==> config.mk <==
export PLATFORM = sky130hd
export DESIGN_NAME = mdu_sequencer
export DESIGN_NICKNAME = d
export VERILOG_FILES = /design/src/rtl/mdu_sequencer.sv
export SDC_FILE = /design/constraint.sdc
export NUM_CORES = 1
export LEC_CHECK = 0
export ABC_CLOCK_PERIOD_IN_PS = 4300
export CORE_ASPECT_RATIO = 0.75
export CORE_MARGIN = 4
export CORE_UTILIZATION = 35
export CTS_BUF_LIST = sky130_fd_sc_hd__clkbuf_8
export CTS_CLUSTER_DIAMETER = 50
export DETAILED_ROUTE_END_ITERATION = 16
export MAX_ROUTING_LAYER = met4
export PLACE_DENSITY_LB_ADDON = 0.12
export RECOVER_POWER = 50
export SYNTH_ARGS = -nofsm -noshare
export SYNTH_HDL_FRONTEND = slang
export SYNTH_SLANG_ARGS = --single-unit
==> constraint.sdc <==
create_clock -name clk -period 4.3 [get_ports clk]
set_clock_uncertainty 0.1 [all_clocks]
set_input_delay 0.645 -clock clk [delete_from_list [all_inputs] [get_ports clk]]
set_output_delay 0.645 -clock clk [all_outputs]
set_load 0.01 [all_outputs]
==> src/rtl/mdu_sequencer.sv <==
// Execute-stage sequencer for the multi-cycle multiply/divide unit: issue, stall, hold, flush and watchdog.
// Optional define MDU_FASTPATH_EN resolves divide/remainder by zero in one cycle without starting the MDU.
module mdu_sequencer #(
  parameter int TIMEOUT_CYCLES = 64,
  parameter int CNT_W          = 7
) (
  input  logic        clk,
  input  logic        rst,
  input  logic        issue_valid_i,
  input  logic [2:0]  issue_funct3_i,
  input  logic [4:0]  issue_rd_i,
  input  logic [31:0] issue_rs1_i,
  input  logic [31:0] issue_rs2_i,
  input  logic        flush_i,
  input  logic        wb_ready_i,
  output logic        stall_o,
  output logic        mdu_start_o,
  output logic [2:0]  mdu_op_o,
  output logic [31:0] mdu_a_o,
  output logic [31:0] mdu_b_o,
  output logic        mdu_kill_o,
  input  logic        mdu_done_i,
  input  logic [31:0] mdu_result_i,
  output logic        result_valid_o,
  output logic [31:0] result_o,
  output logic [4:0]  result_rd_o,
  output logic        busy_o,
  output logic        err_o
);

  typedef enum logic [1:0] {IDLE, START, WAIT, HOLD} state_t;

  state_t           state, state_n;
  logic [CNT_W-1:0] cnt;
  logic             latch_en, res_load, kill_n, err_set, cnt_clr, cnt_inc;
  logic [31:0]      res_n;

  always_comb begin
    state_n  = state;
    latch_en = 1'b0;
    res_load = 1'b0;
    res_n    = mdu_result_i;
    kill_n   = 1'b0;
    err_set  = 1'b0;
    cnt_clr  = 1'b0;
    cnt_inc  = 1'b0;
    case (state)
      IDLE: begin
        if (issue_valid_i && !flush_i) begin
          latch_en = 1'b1;
          state_n  = START;
`ifdef MDU_FASTPATH_EN
          // funct3[2] selects the divide group, funct3[1] selects remainder
          if (issue_rs2_i == 32'd0 && issue_funct3_i[2]) begin
            state_n  = HOLD;
            res_load = 1'b1;
            res_n    = issue_funct3_i[1] ? issue_rs1_i : 32'hFFFF_FFFF;
          end
`endif
        end
      end
      START: begin
        cnt_clr = 1'b1;
        if (flush_i) begin
          kill_n  = 1'b1;
          state_n = IDLE;
        end else begin
          state_n = WAIT;
        end
      end
      WAIT: begin
        cnt_inc = 1'b1;
        // flush wins over a simultaneous done; done wins over the watchdog
        if (flush_i) begin
          kill_n  = 1'b1;
          state_n = IDLE;
        end else if (mdu_done_i) begin
          res_load = 1'b1;
          state_n  = HOLD;
        end else if (cnt == CNT_W'(TIMEOUT_CYCLES - 1)) begin
          err_set = 1'b1;
          kill_n  = 1'b1;
          state_n = IDLE;
        end
      end
      HOLD: begin
        if (flush_i || wb_ready_i) state_n = IDLE;
      end
      default: state_n = IDLE;
    endcase
  end

  assign mdu_start_o    = (state == START);
  assign result_valid_o = (state == HOLD);
  assign busy_o         = (state != IDLE);
  assign stall_o        = ((state == IDLE) && issue_valid_i && !flush_i) ||
                          (state == START) || (state == WAIT) ||
                          ((state == HOLD) && !wb_ready_i);

  always_ff @(posedge clk) begin
    if (rst) begin
      state       <= IDLE;
      cnt         <= '0;
      mdu_kill_o  <= 1'b0;
      err_o       <= 1'b0;
      mdu_op_o    <= '0;
      mdu_a_o     <= '0;
      mdu_b_o     <= '0;
      result_rd_o <= '0;
      result_o    <= '0;
    end else begin
      state      <= state_n;
      mdu_kill_o <= kill_n;
      if (err_set) err_o <= 1'b1;
      if (cnt_clr) cnt <= '0;
      else if (cnt_inc) cnt <= cnt + CNT_W'(1);
      if (latch_en) begin
        mdu_op_o    <= issue_funct3_i;
        mdu_a_o     <= issue_rs1_i;
        mdu_b_o     <= issue_rs2_i;
        result_rd_o <= issue_rd_i;
      end
      if (res_load) result_o <= res_n;
    end
  end

endmodule

==> impl_results.md <==
* Post-CTS setup buffer count at 0
* Fmax at 0.322 GHz
* Die area at 0.0139 mm2
* Fin crit period at between 3 and 4 ns
* Power Total at about 2.5 mW
* Worst Hold Launch: mdu_b_o[28]
* Synth cell types at 33
* Power Density at 368 mW/mm2
* Worst-skew pair later-pin latency at approximately 0.4 ns
* Post-synthesis cell area at 0.00421 mm2
* Synth Register Bits at around 120
* CTS resizes at 0
* Synth async-reset ratio at 0
* Area leader, netlist: dfxtp_1
* Period utilization at 0.723
* Worst path most repeated cell: clkdlybuf4s50_1
* Least-Margin Pin Slew at approximately 2.3 ns
* Die height at 103 um
* Main area contributors after synthesis: dfxtp_1 55%, nand2_1 19%, a21oi_1 13%
* Max-Cap Viols at 1
* Worst setup EP type: output port
* Synthesized Nets at 637
* Area growth, synth to finish at 63.0%
* Antenna viol nets, final at 0
* Via count at 4171
* Crit path kind: in -> out
* Synth warn at 0
* Post-synth top area share at 0.546
* Leakage power at 2.66 nW
* Dpl hpwl at 8830 um
* Primary FF master, synth: dfxtp_1
* Register area share after synthesis at 0.546
* Clock Pin Slew Worst Setup and Hold Paths at 0.06 ns
* Die width at 135 um
* Worst-path cell chain: clkdlybuf4s50_1 -> nand2b_4 -> nor2_4 -> or4_1 -> clkdlybuf4s50_1
* Hold_buf cts at 0
* Outcome: finished, violations left
* Number of global-route vias before repair at 3853
* Setup violators final at 0
* Total GRT Usage at 0.180
* Cells after synthesis at about 520
* Max IR drop VDD at 0.279 mV
* Starting DRT DRC Count at 109
* Total gr overflow at 0
* Worst Path Buf+Inv at 2
* RR Startpoint: state[0]
* First-pass GRT wire length at just under 20000 um
* Starting Density at 0.360
* CTS buffer count at 17
* DRC viols at 0
* TritonCTS clock tree: built
* Worst Setup Start Kind: input port
* Delay-heaviest family, CP: buffers and inverters
* Failing checks: capacitance limit, slew limit
* Critical Path RT at 3.56 ns
* Setup TNS at 0 ns
* Wirelength per Cell at about 14 um
* Fin. Hold Viols at 0
* Max-slew violation count at 111
* WL final at 12900 um
* Arr. time, crit path at around 2.4 ns
* First-pass DRT Iterations at 4
* Num ports at between 200 and 250
* Setup crit start: flush_i
* Layout Nets at 844
* Initial antenna violation count at 0
* CP max-delay cell: clkdlybuf4s50_1
* Headroom to the max-slew limit at -0.513
* Most frequent cell after synthesis: nand2_1
* DR vias/cell at ~4.6
* Hold WC Path Type: reg -> reg
* Core area at 0.0117 mm2
* Port Buffer Count at 219
* Largest net degree at the start of global routing at 111
* Root Buffer: clkbuf_8
* Synth cell count leaders: 212 x nand2_1, 115 x dfxtp_1, 110 x a21oi_1, 13 x buf_2
* CTS max path bufs at 2
* Layout cell share with drive strength beyond 1 at 0.0607
* Clock tree sinks at 115
* GPL Wtd Cong at 0.744
* Unrepaired setup endpoints after global routing: no
* EDFF count, synth at 0
* Cell Rows at 34
* Crit path max fanout at 5
* Syn Area/Cell at ~8 um2
* Crit-path max cell delay at 0.55 ns
* H-tree levels at 4
* Antenna diode count at 0
-- per-layer routing --
metal,vias to the layer above,GRT usage,wire (um)
met3,15,0.0478,691
met5,-,-,0
met1,1924,0.219,5820
li1,2104,-,-
met2,128,0.305,6310
met4,0,0.0399,113
-- sequential cells by signal, summed over array words and instances (netlist names) --
| name | count |
|---|---|
| cnt | 7 |
| mdu_op_o | 3 |
| mdu_a_o | 32 |
| mdu_b_o | 32 |
| err_o | 1 |
| state | 2 |
| mdu_kill_o | 1 |
| result_rd_o | 5 |
| result_o | 32 |
-- kinds of logic (layout without fill, tap and decap cells) --
group	Yosys count	count (layout)	share of synthesized area
compound gates	116	116	0.141
simple gates	239	239	0.232
flops	115	115	0.546
mux	2	2	0.00475
fa+ha+maj	6	6	0.0178
xor+xnor	4	4	0.00832
buf+inv	39	259	0.0493
-- area by class of cell --
cell class,instances,area [um2]
timing repair buffer,223,2220
inverter,4,15.0
clock inverter,15,191
sequential,115,2300
multi-input combinational,367,1700
fill,1060,4830
clock buffer,17,234
tap,162,203
-- power by group --
part / internal, mW / total (mW) / switching (mW)
sequential: 1.10 / 1.12 / 0.0192
clock: 0.626 / 1.07 / 0.447
combinational: 0.183 / 0.328 / 0.145
-- per-stage QoR --
stage / worst slack (ns) / instance area [um2] / utilization / cells / hold slack [ns]
CTS: 1.18 / 6870 / 0.587 / 903 / 0.355
global placement: 1.20 / 6440 / 0.551 / 871 / 0.341
floorplan: 2.18 / 4210 / - / 521 / 0.353
detailed placement: 1.17 / 6440 / 0.551 / 871 / 0.346
global route: 1.08 / 6870 / 0.587 / 903 / 0.368
finish: 1.19 / 6870 / 0.587 / 903 / 0.349
-- layout by cell type (no fill, tap or decap), types with 6 or more instances in the layout --
master           count
clkbuf_8            17
a21oi_1            110
nand2_1            212
ha_1                 6
nor2_1               8
dfxtp_1            115
dlygate4sd3_1       75
clkdlybuf4s50_1    143
-- final timing paths --
check	endpoint	slack [ns]	cells after the start
worst max-delay path	stall_o	1.19	5
worst min register to register	mdu_b_o[28]	0.35	2
worst min-delay path	mdu_b_o[28]	0.35	2
worst max register to register	mdu_a_o[17]	1.92	6
-- worst register-to-register path, stage by stage (launching register included) --
cell and delay, ns:
dfxtp_1 0.34, inv_1 0.11, ha_1 0.24, nand3_2 0.63, buf_4 0.53, nand2_1 0.13, a21oi_1 0.08
No activity file was read; power rests on OpenSTA's default activity.
